<file path="src/rtl/exe_wb_pipe.sv">
// Execute-to-writeback result pipeline: DEPTH-stage shift register feeding the
// regfile write port, with stall, selective flush and NREAD forwarding ports.
// Define EXE_WB_PIPE_BYPASS_EN to also forward the incoming result in the same cycle.
module exe_wb_pipe #(
  parameter int XLEN         = 32,
  parameter int DEPTH        = 3,
  parameter int NREAD        = 2,
  parameter int FLUSH_STAGES = 0
) (
  input  logic                         clk,
  input  logic                         rst,
  input  logic                         stall,
  input  logic                         flush,
  input  logic                         in_we,
  input  logic [4:0]                   in_rd_a,
  input  logic [XLEN-1:0]              in_rd_d,
  input  logic [NREAD*5-1:0]           q_rs_a,
  output logic [NREAD-1:0]             q_hit,
  output logic [NREAD*XLEN-1:0]        q_d,
  output logic                         rf_rd_e,
  output logic [4:0]                   rf_rd_a,
  output logic [XLEN-1:0]              rf_rd_i,
  output logic [$clog2(DEPTH+1)-1:0]   occ
);

  localparam int OCCW = $clog2(DEPTH + 1);

  logic [DEPTH-1:0] vld_q, vld_d;
  logic [4:0]       a_q [DEPTH];
  logic [4:0]       a_d [DEPTH];
  logic [XLEN-1:0]  d_q [DEPTH];
  logic [XLEN-1:0]  d_d [DEPTH];

  logic             cap_s;
  logic [4:0]       rs_s;
  logic             hit_s;
  logic             m_s;
  logic [XLEN-1:0]  dat_s;
  logic [OCCW-1:0]  occ_s;

  // Next-state: hold on stall, otherwise shift toward the tail; flush clears the youngest stages last.
  always_comb begin
    cap_s = in_we & (in_rd_a != 5'd0) & ~stall & ~flush;
    vld_d = vld_q;
    a_d   = a_q;
    d_d   = d_q;
    if (stall) begin
      vld_d = vld_q;
    end else begin
      for (int s = DEPTH - 1; s >= 1; s--) begin
        vld_d[s] = vld_q[s-1];
        a_d[s]   = a_q[s-1];
        d_d[s]   = d_q[s-1];
      end
      vld_d[0] = cap_s;
      a_d[0]   = in_rd_a;
      d_d[0]   = in_rd_d;
    end
    for (int s = 0; s < DEPTH; s++) begin
      vld_d[s] = vld_d[s] & ~(flush & (s < FLUSH_STAGES));
    end
  end

  // Stage registers.
  always_ff @(posedge clk) begin
    if (rst) begin
      vld_q <= '0;
      for (int s = 0; s < DEPTH; s++) begin
        a_q[s] <= 5'd0;
        d_q[s] <= '0;
      end
    end else begin
      vld_q <= vld_d;
      a_q   <= a_d;
      d_q   <= d_d;
    end
  end

  // Forwarding lookup: scanning tail-to-head lets the youngest match win.
  always_comb begin
    q_hit = '0;
    q_d   = '0;
    rs_s  = 5'd0;
    hit_s = 1'b0;
    m_s   = 1'b0;
    dat_s = '0;
    for (int i = 0; i < NREAD; i++) begin
      rs_s  = q_rs_a[5*i +: 5];
      hit_s = 1'b0;
      dat_s = '0;
      for (int s = DEPTH - 1; s >= 0; s--) begin
        m_s   = vld_q[s] & (a_q[s] == rs_s) & (rs_s != 5'd0);
        hit_s = hit_s | m_s;
        dat_s = m_s ? d_q[s] : dat_s;
      end
`ifdef EXE_WB_PIPE_BYPASS_EN
      m_s   = in_we & (in_rd_a != 5'd0) & ~flush & (in_rd_a == rs_s);
      hit_s = hit_s | m_s;
      dat_s = m_s ? in_rd_d : dat_s;
`endif
      q_hit[i]           = hit_s;
      q_d[XLEN*i +: XLEN] = dat_s;
    end
  end

  // Regfile write port and occupancy, straight from the stage registers.
  always_comb begin
    rf_rd_e = vld_q[DEPTH-1] & ~stall;
    rf_rd_a = a_q[DEPTH-1];
    rf_rd_i = d_q[DEPTH-1];
    occ_s   = '0;
    for (int s = 0; s < DEPTH; s++) begin
      occ_s = occ_s + OCCW'(vld_q[s]);
    end
    occ = occ_s;
  end

endmodule

</file>
<file path="config.mk">
export PLATFORM = sky130hd
export DESIGN_NAME = exe_wb_pipe
export DESIGN_NICKNAME = d
export VERILOG_FILES = /design/src/rtl/exe_wb_pipe.sv
export SDC_FILE = /design/constraint.sdc
export NUM_CORES = 1
export LEC_CHECK = 0
export CAP_MARGIN = 10
export CORE_MARGIN = 1
export CORE_UTILIZATION = 50
export CTS_CLUSTER_DIAMETER = 30
export DETAILED_ROUTE_END_ITERATION = 8
export GPL_ROUTABILITY_DRIVEN = 1
export PLACE_DENSITY = 0.89
export SYNTH_ARGS = -nofsm -noshare
export SYNTH_HDL_FRONTEND = slang
export SYNTH_SLANG_ARGS = --single-unit
</file>
<file path="constraint.sdc">
create_clock -name clk -period 3.4 [get_ports clk]
set_input_delay 0.68 -clock clk [delete_from_list [all_inputs] [get_ports clk]]
set_output_delay 0.68 -clock clk [all_outputs]
set_load 0.02 [all_outputs]
</file>
==> results.py <==
metrics = {
    "placed_design": {
        "place_ws_ns": -0.717,
        "placed_cells": 1013,
        "placed_cell_area_sq_um": 7810,
        "hpwlAfterDp_mm": 11.7,
        "numPortBuffers": 157,
        "globalplace.congestion": 0.913,
    },
    "worst_setup_path": {
        "cp_max_fo": 11,
        "crit_type": "in -> out",
        "cp.required_ns": 2.72,
        "end_kind": "output port",
        "startpoint_type": "input port",
        "cp.arrival_ns": 2.60,
    },
    "cts": {
        "cts_num_sinks": 114,
        "hold_buffers": 0,
        "cts_root_buf": "clkbuf_16",
        "cts_tree": "yes",
        "cts_inserted_buffers": 17,
        "clk_path_buf_depth": 2,
        "cts_max_level": 4,
        "clkTransAtPathRegs_ns": 0.05,
        "clkLatencyLatePin_ns": 0.41,
    },
    "power_and_ir_drop": {
        "p_leak_nw": 3.88,
        "power_density_nw_per_um2": 450,
        "irDropWorstVdd_v": 0.000263,
    },
    "global_routing": {
        "grt_pass1_wl_mm": 29.4,
        "overflow": 0,
        "grtUsageTotal_pct": 29.4,
        "antenna_found_initial": 0,
        "grt_pass1_vias": 5715,
        "grt_max_degree": 115,
    },
    "sta": {
        "finalCriticalPeriod_ns": 3.28,
        "tightest_slew_ns": 1.20,
        "rsz0062_at_grt": "no",
        "report.final.slew_viol_count": 0,
        "hold_violations": 0,
        "max_slew_margin_pct": 19.9,
        "setup_violations": 0,
        "timing.final.crit_share_pct": 96.5,
        "clock_skew_ns": 0.00716,
        "fin_ws_ns": 0.119,
        "max_freq_mhz": 305,
        "holdWs_ns": 0.547,
    },
    "routing": {
        "firstDrtPassIters": 6,
        "wl_per_cell_microns": 17.9,
        "drcViolationCount": 0,
        "routed_wl_mm": 19.0,
        "viasPerCell": 5.81,
        "drtAntennaViolNets": 0,
        "drt-initial-drc-count": 764,
        "num_vias": 6172,
    },
    "synth": {
        "synth_area_sq_um": 6120,
        "ys_top_cells_by_area": "dfxtp_1, mux2i_1, nor2_1",
        "ys_seq_elements": 114,
        "yosysTopAreaCellShare_pct": 37.3,
        "yosys_warnings": 0,
        "syn_inst": 760,
        "avgSynthCellArea_sq_um": 8.05,
        "ys_seq_area_share_pct": 37.3,
        "synth_top_cell_by_area": "dfxtp_1",
        "postSynthNetCount": 813,
        "synth.distinct_cells": 25,
    },
    "layout": {
        "antennaDiodeCount": 0,
        "fillers": 922,
        "drive_gt1_share_pct": 21.1,
        "fin_util_pct": 71.4,
        "stdcell_count": 1063,
        "final_nets": 956,
        "area_growth_pct": 39.7,
        "stdcell_area_sq_um": 8540,
    },
    "die": {
        "start_util_pct": 51.2,
        "die-width_microns": 113,
        "ios": 158,
        "die_area_sq_um": 12700,
        "die_h_microns": 113,
        "core_area_sq_um": 12000,
        "rows": 40,
    },
    "flow_run": {
        "drv_cap": 0,
    },
    "min_path": {
        "holdCritPathClass": "reg -> reg",
    },
    "status": {
        "status": "finished clean",
    },
}
-- metal layers --
metal / global-route usage [%] / up-vias / part of all wire (%)
li1: - / 2858 / -
met1: 36.4 / 2902 / 41
met2: 49.0 / 336 / 47
met3: 5.99 / 76 / 7.8
met4: 14.0 / 0 / 3.5
met5: 0 / - / 0
-- path summary, 6_finish.rpt --
path,startpoint,end,slack [ns],cells after the start
setup / recovery,q_rs_a[5],q_d[57],0.12,8
setup reg to reg,vld_q[1],vld_q[1],2.59,2
hold / removal,d_q[82],d_q[50],0.55,2
hold reg to reg,d_q[82],d_q[50],0.55,2
-- Yosys cell counts --
cell type	number
nor2b_1	1
nor3b_1	1
buf_6	8
or4_1	3
dfxtp_1	114
nor2_1	179
nand3_1	64
mux2i_1	113
o211a_1	2
nor3_1	4
nand2_1	15
buf_4	39
or3_1	4
nor4_1	2
a31oi_1	8
clkbuf_1	27
nand4_1	4
buf_2	15
o21ai_0	1
buf_1	10
and2_4	2
fa_1	1
xnor2_1	22
a21oi_1	113
xor2_1	8
-- placed cells by master (no fill, tap or decap), types with 9 or more instances in the layout --
| master | n |
|---|---|
| clkdlybuf4s50_1 | 79 |
| dfxtp_1 | 114 |
| xnor2_1 | 22 |
| buf_12 | 13 |
| a21oi_1 | 103 |
| buf_4 | 52 |
| buf_2 | 57 |
| nand2_1 | 13 |
| mux2i_1 | 113 |
| nand3_1 | 64 |
| clkbuf_16 | 18 |
| a21oi_2 | 9 |
| nor2_1 | 177 |
-- report_power, final --
group | switching [W] | internal, W
Clock | 0.000609 | 0.00147
Sequential | 0.0000578 | 0.00139
Combinational | 0.000156 | 0.000166
Total | 0.000823 | 0.00303
-- per-stage QoR --
stage,TNS [ns],power [W]
finish,0,0.00385
global route,0,0.00396
CTS,-0.0441,0.00386
detailed placement,-36.45,0.00178
global placement,-32.23,0.00177
floorplan,0,0.00165
-- registers in the layout (all words and copies together) (netlist names) --
| register | flops |
|---|---|
| rf_rd_i | 32 |
| a_q | 10 |
| d_q | 64 |
| vld_q | 3 |
| rf_rd_a | 5 |
-- layout make-up --
class                      instances  area (sq um)  area share [%]
clock buffer                      24           502            5.87
clock inverter                     8           195            2.28
multi-input combinational        551          3440            40.3
sequential                       114          2280            26.7
tap                              147           184            2.15
timing repair buffer             219          1940            22.7
-- what timing repair did --
action | 4_1_cts | 5_1_grt
pin swaps | 11 | 8
setup endpoints to repair | 66 | 65
resized for setup | 312 | 20
setup buffers | 9 | 2
gates cloned | 3 | 4
-- critical path, stage by stage --
cell	delay [ns]
dlygate4sd2_1	0.27
or4_4	0.55
o211a_1	0.27
and2_4	0.23
buf_12	0.16
a21oi_1	0.16
a21oi_1	0.10
buf_2	0.16
-- cells by family after synthesis --
family | synth area share [%]
flops | 37.3
mux | 18.5
fa+ha+maj | 0.327
xor+xnor | 4.29
buf+inv | 9.75
compound gates | 10.5
simple gates | 19.4
No activity file was read; power rests on OpenSTA's default activity.
